File: src/rtl/s2p_frame_controller.sv
// s2p_frame_controller: two requesters share one 4-lane frame assembler.
// Round-robin grant in IDLE, the winner owns the frame until EMIT hands it off.
// Optional feature macro: S2P_TIMEOUT_FLUSH_EN (flush partial frame after TIMEOUT idle cycles).
module s2p_frame_controller #(
    parameter int DATA_W  = 32,
    parameter int TIMEOUT = 16
) (
    input  logic              clock,
    input  logic              reset,
    input  logic              req0_valid,
    input  logic [DATA_W-1:0] req0_data,
    output logic              req0_ready,
    input  logic              req1_valid,
    input  logic [DATA_W-1:0] req1_data,
    output logic              req1_ready,
    output logic              out_valid,
    input  logic              out_ready,
    output logic [DATA_W-1:0] out_d0,
    output logic [DATA_W-1:0] out_d1,
    output logic [DATA_W-1:0] out_d2,
    output logic [DATA_W-1:0] out_d3,
    output logic [DATA_W-1:0] out_com,
    output logic              out_src,
    output logic [2:0]        out_count
);

    typedef enum logic [1:0] {IDLE, COLLECT, EMIT} state_t;

    state_t                  state_q, state_d;
    logic [3:0][DATA_W-1:0]  lane_q;
    logic [DATA_W-1:0]       com_q;
    logic [2:0]              count_q;
    logic                    owner_q;
    logic                    prio_q;

    logic                    gsel;
    logic                    owner_vld;
    logic                    accept;
    logic [DATA_W-1:0]       word;
    logic                    flush;

    // Contested IDLE grants follow the round-robin pointer; otherwise whoever is valid.
    assign gsel      = (req0_valid && req1_valid) ? prio_q : req1_valid;
    assign owner_vld = owner_q ? req1_valid : req0_valid;
    assign accept    = (req0_ready && req0_valid) || (req1_ready && req1_valid);
    assign word      = req1_ready ? req1_data : req0_data;

`ifdef S2P_TIMEOUT_FLUSH_EN
    logic [7:0] idle_q;

    // Flush fires on the idle cycle that brings the counter up to TIMEOUT.
    assign flush = (state_q == COLLECT) && !owner_vld && ((idle_q + 8'd1) == 8'(TIMEOUT));

    // Idle counter: counts owner-silent COLLECT cycles, cleared by any accept or on leaving.
    always_ff @(posedge clock or negedge reset) begin
        if (!reset) begin
            idle_q <= '0;
        end else if (state_q != COLLECT || accept || flush) begin
            idle_q <= '0;
        end else if (!owner_vld) begin
            idle_q <= idle_q + 8'd1;
        end
    end
`else
    assign flush = 1'b0;
`endif

    // State register.
    always_ff @(posedge clock or negedge reset) begin
        if (!reset) state_q <= IDLE;
        else        state_q <= state_d;
    end

    // Next-state logic.
    always_comb begin
        state_d = state_q;
        case (state_q)
            IDLE:    if (accept) state_d = COLLECT;
            COLLECT: if ((accept && count_q == 3'd3) || flush) state_d = EMIT;
            EMIT:    if (out_ready) state_d = IDLE;
            default: state_d = IDLE;
        endcase
    end

    // Handshake outputs; readies are forced low while reset is held.
    always_comb begin
        req0_ready = 1'b0;
        req1_ready = 1'b0;
        out_valid  = (state_q == EMIT);
        if (reset) begin
            case (state_q)
                IDLE: begin
                    req0_ready = req0_valid && !gsel;
                    req1_ready = req1_valid &&  gsel;
                end
                COLLECT: begin
                    req0_ready = !owner_q;
                    req1_ready =  owner_q;
                end
                default: ;
            endcase
        end
    end

    // Frame datapath: lane writes, running XOR, count, ownership and priority pointer.
    always_ff @(posedge clock or negedge reset) begin
        if (!reset) begin
            lane_q  <= '0;
            com_q   <= '0;
            count_q <= '0;
            owner_q <= 1'b0;
            prio_q  <= 1'b0;
        end else begin
            case (state_q)
                IDLE: if (accept) begin
                    lane_q[0] <= word;
                    com_q     <= word;
                    count_q   <= 3'd1;
                    owner_q   <= gsel;
                end
                COLLECT: if (accept) begin
                    lane_q[count_q[1:0]] <= word;
                    com_q                <= com_q ^ word;
                    count_q              <= count_q + 3'd1;
                end
                EMIT: if (out_ready) begin
                    lane_q  <= '0;
                    com_q   <= '0;
                    count_q <= '0;
                    prio_q  <= ~owner_q;
                end
                default: ;
            endcase
        end
    end

    assign out_d0    = lane_q[0];
    assign out_d1    = lane_q[1];
    assign out_d2    = lane_q[2];
    assign out_d3    = lane_q[3];
    assign out_com   = com_q;
    assign out_src   = owner_q;
    assign out_count = count_q;

endmodule
File: config.mk
export PLATFORM = sky130hd
export DESIGN_NAME = s2p_frame_controller
export DESIGN_NICKNAME = d
export VERILOG_FILES = /design/src/rtl/s2p_frame_controller.sv
export SDC_FILE = /design/constraint.sdc
export NUM_CORES = 1
export LEC_CHECK = 0
export ABC_AREA = 1
export BUFFER_PORTS_ARGS = -buffer_cell sky130_fd_sc_hd__clkbuf_2
export CAP_MARGIN = 10
export CORE_ASPECT_RATIO = 0.8
export CORE_UTILIZATION = 59
export CTS_CLUSTER_SIZE = 12
export DETAILED_ROUTE_END_ITERATION = 12
export PLACE_DENSITY_LB_ADDON = 0.08
export SLEW_MARGIN = 20
export SYNTH_ARGS = -nofsm -noshare
export SYNTH_HDL_FRONTEND = slang
export SYNTH_SLANG_ARGS = --single-unit
File: constraint.sdc
create_clock -name clock -period 5.8 [get_ports clock]
set_input_delay 1.16 -clock clock [delete_from_list [all_inputs] [get_ports clock]]
set_output_delay 1.16 -clock clock [all_outputs]
set_load 0.005 [all_outputs]
==> flow_summary.toml <==
[clock_network]
cts_resized = 0
path_clk_slew_ns = 0.07
cts_buffers = 17
clockRootBuffer = "clkbuf_16"
clock-sinks = 167
cts_hold_buf = 0
cts_tree = "yes"
clockBufferDepth = 2
htree_levels = 4
post_cts_buffers = 0
clk_latency_ns = 0.45

[place]
portBuffers = 235
dpl.hpwl_um = 18420
dp_cells = 1781
gp_congestion = 0.9070

[pwr]
intPower_mw = 3.025
seq_power_share_pct = 33.0
comb_power_share_pct = 46.8
p_switching_mw = 2.646
p_leak_nw = 7.062
power-per-cell-area_nw_per_um2 = 497.3
p_sw_share_pct = 46.66
vdd_ir_drop_max_v = 0.0003076
clkPwrFrac_pct = 20.2

[logic_synthesis]
synth_area_um2 = 9651
syn_nets = 1483
ys_ff_latch = 167
ys_types = 23
syn_avg_cell_area_um2 = 6.874
synthCells = 1404
yosysSeqAreaShare_pct = 43.30
yosys_warnings = 0

[floorplan]
start_util_pct = 60.68
fp.dieH_um = 116.4
ios = 236
rows = 41
die_w_um = 145.0
core_um2 = 15900
dieArea_um2 = 16880

[grt]
antenna_found_initial = 1
grtUsageTotal_pct = 34.16
grt_pass1_wl_um = 45280
grt_pass1_vias = 8728
grt-ovfl-total = 0
grt_max_degree = 92

[timing]
setup_viol = 0
fin_crit_ns = 3.515
rsz0062_at_grt = "no"
hold_viol_final = 0
slew_headroom_pct = 33.94
slew_violations = 0
tightest_slew_ns = 0.9909
skew_ns = 0.01150
fmax_mhz = 284.5
tns_ns = 0
finalCritPeriodShare_pct = 60.60

[critical_path]
crit_path_max_fanout = 65
r2r-start = "state_q[0]$_DFFE_PN0P_"
endpoint_kind = "output pin"
worst_setup_path_start_kind = "input pin"
path_class = "input pin to output pin"
critPathArrivalTime_ns = 2.35
reg2reg_to = "out_com[16]$_DFFE_PN0P_"
rr_worst_depth = 9
r2r_slack_ns = 2.39
cp.required_ns = 4.64
cp-startpoint = "req0_valid"

[finish]
instances_no_fill = 1813
layout_commonest_cell = "nand2_1"
nFillCells = 1349
final_layout_size_suffix_gt1_share_pct = 18.96
final_cell_mix = "nand2_1 (607), clkbuf_2 (234), nand3_1 (226)"
area_growth_pct = 18.16
nNetsFinal = 1664
antenna_cells = 0

[detailed_routing]
routedWlPerCell_um = 15.44
drtPass1Iterations = 6
drc = 0
vias = 10120
drt_wl_total_um = 27990
drtAntennaViolNets = 0
vias_per_cell = 5.582
drt-initial-drc-count = 1128

[min_path]
hp-class = "flop to flop"
hold_depth = 2
hold_start = "out_d2[15]$_DFFE_PN0P_"
min_to = "out_d2[15]$_DFFE_PN0P_"

[job]
cap_violations = 0

[status]
status = "completed"
power groups by stage:
stage          Clock [mW]  Combinational (mW)  Sequential (mW)
2_1_floorplan           0                1.78             1.85
3_3_place_gp            0                2.56             1.88
3_5_place_dp            0                2.62             1.88
4_1_cts              1.15                2.64             1.86
5_1_grt              1.20                3.02             1.92
6_report             1.14                2.65             1.87
metal layers:
metal | up-vias | track usage (%) | part of all wire [%]
li1 | 4880 | - | -
met1 | 4629 | 51.60 | 46
met2 | 566 | 48.53 | 42
met3 | 46 | 6.602 | 10
met4 | 0 | 12.84 | 2.1
met5 | - | 0 | 0
state kept, by name, summed over array words and instances (netlist names):
name,count
out_com,32
out_count,3
out_d3,32
out_src,1
out_d1,32
out_d2,32
state_q,2
out_d0,32
prio_q,1
critical path, cell delays in order:
cell,delay [ns]
clkbuf_2,0.11
nand2_1,0.08
nand3_1,0.08
nand2_2,0.08
buf_4,0.56
nand2_2,0.10
inv_1,0.08
clkbuf_2,0.10
area by class of cell:
type | instances | area (um^2) | share of cell area [%]
tap | 215 | 269.0 | 2.359
timing repair buffer | 252 | 1316 | 11.54
inverter | 147 | 551.8 | 4.839
sequential | 167 | 4179 | 36.65
clock inverter | 14 | 160.2 | 1.404
clock buffer | 18 | 439.2 | 3.851
multi-input combinational | 1000 | 4488 | 39.36
per-stage QoR:
step | instance area (um^2) | hold slack [ns] | util, % | total power [mW] | worst slack [ns]
floorplan | 9651 | 0.4730 | - | 3.633 | 2.702
global placement | 10800 | 0.4647 | 67.92 | 4.437 | 2.304
detailed placement | 10800 | 0.4657 | 67.92 | 4.503 | 2.203
CTS | 11400 | 0.4853 | 71.68 | 5.654 | 2.294
global route | 11400 | 0.5016 | 71.71 | 6.134 | 2.088
finish | 11400 | 0.4814 | 71.71 | 5.670 | 2.285
logic make-up after synthesis:
kind of cell | synth area share [%]
AOI/OAI and AO/OA | 1.958
adders and majority gates | 1.297
buffers and inverters | 10.42
and+or+nand+nor | 43.02
DFF | 43.30
cell usage after synthesis:
cell type | number | share of area [%]
buf_4 | 1 | 0.078
ha_1 | 10 | 1.3
nand3_2 | 3 | 0.31
nor2_2 | 1 | 0.065
nand2_1 | 610 | 24
buf_1 | 16 | 0.62
nand4_1 | 102 | 6.6
inv_2 | 3 | 0.12
dfrtp_1 | 167 | 43
or2_2 | 2 | 0.13
nand2_2 | 3 | 0.19
a31oi_1 | 1 | 0.065
or2_1 | 1 | 0.065
buf_6 | 12 | 1.4
nand3_1 | 226 | 12
buf_2 | 18 | 0.93
a21oi_1 | 1 | 0.052
clkinv_1 | 1 | 0.039
clkbuf_1 | 43 | 1.7
a21boi_0 | 1 | 0.078
nor2_1 | 5 | 0.19
o21ai_0 | 34 | 1.8
inv_1 | 143 | 5.6
how the worst max path moves through the flow:
stage,to,slack (ns),cells after the start
3_5_place_dp,out_com[16]$_DFFE_PN0P_,2.20,8
6_report,req1_ready,2.29,8
3_3_place_gp,req1_ready,2.30,8
4_1_cts,req1_ready,2.29,8
5_1_grt,out_d0[3]$_DFFE_PN0P_,2.09,9
2_1_floorplan,req0_ready,2.70,3
(Power assumes the default switching activity.)
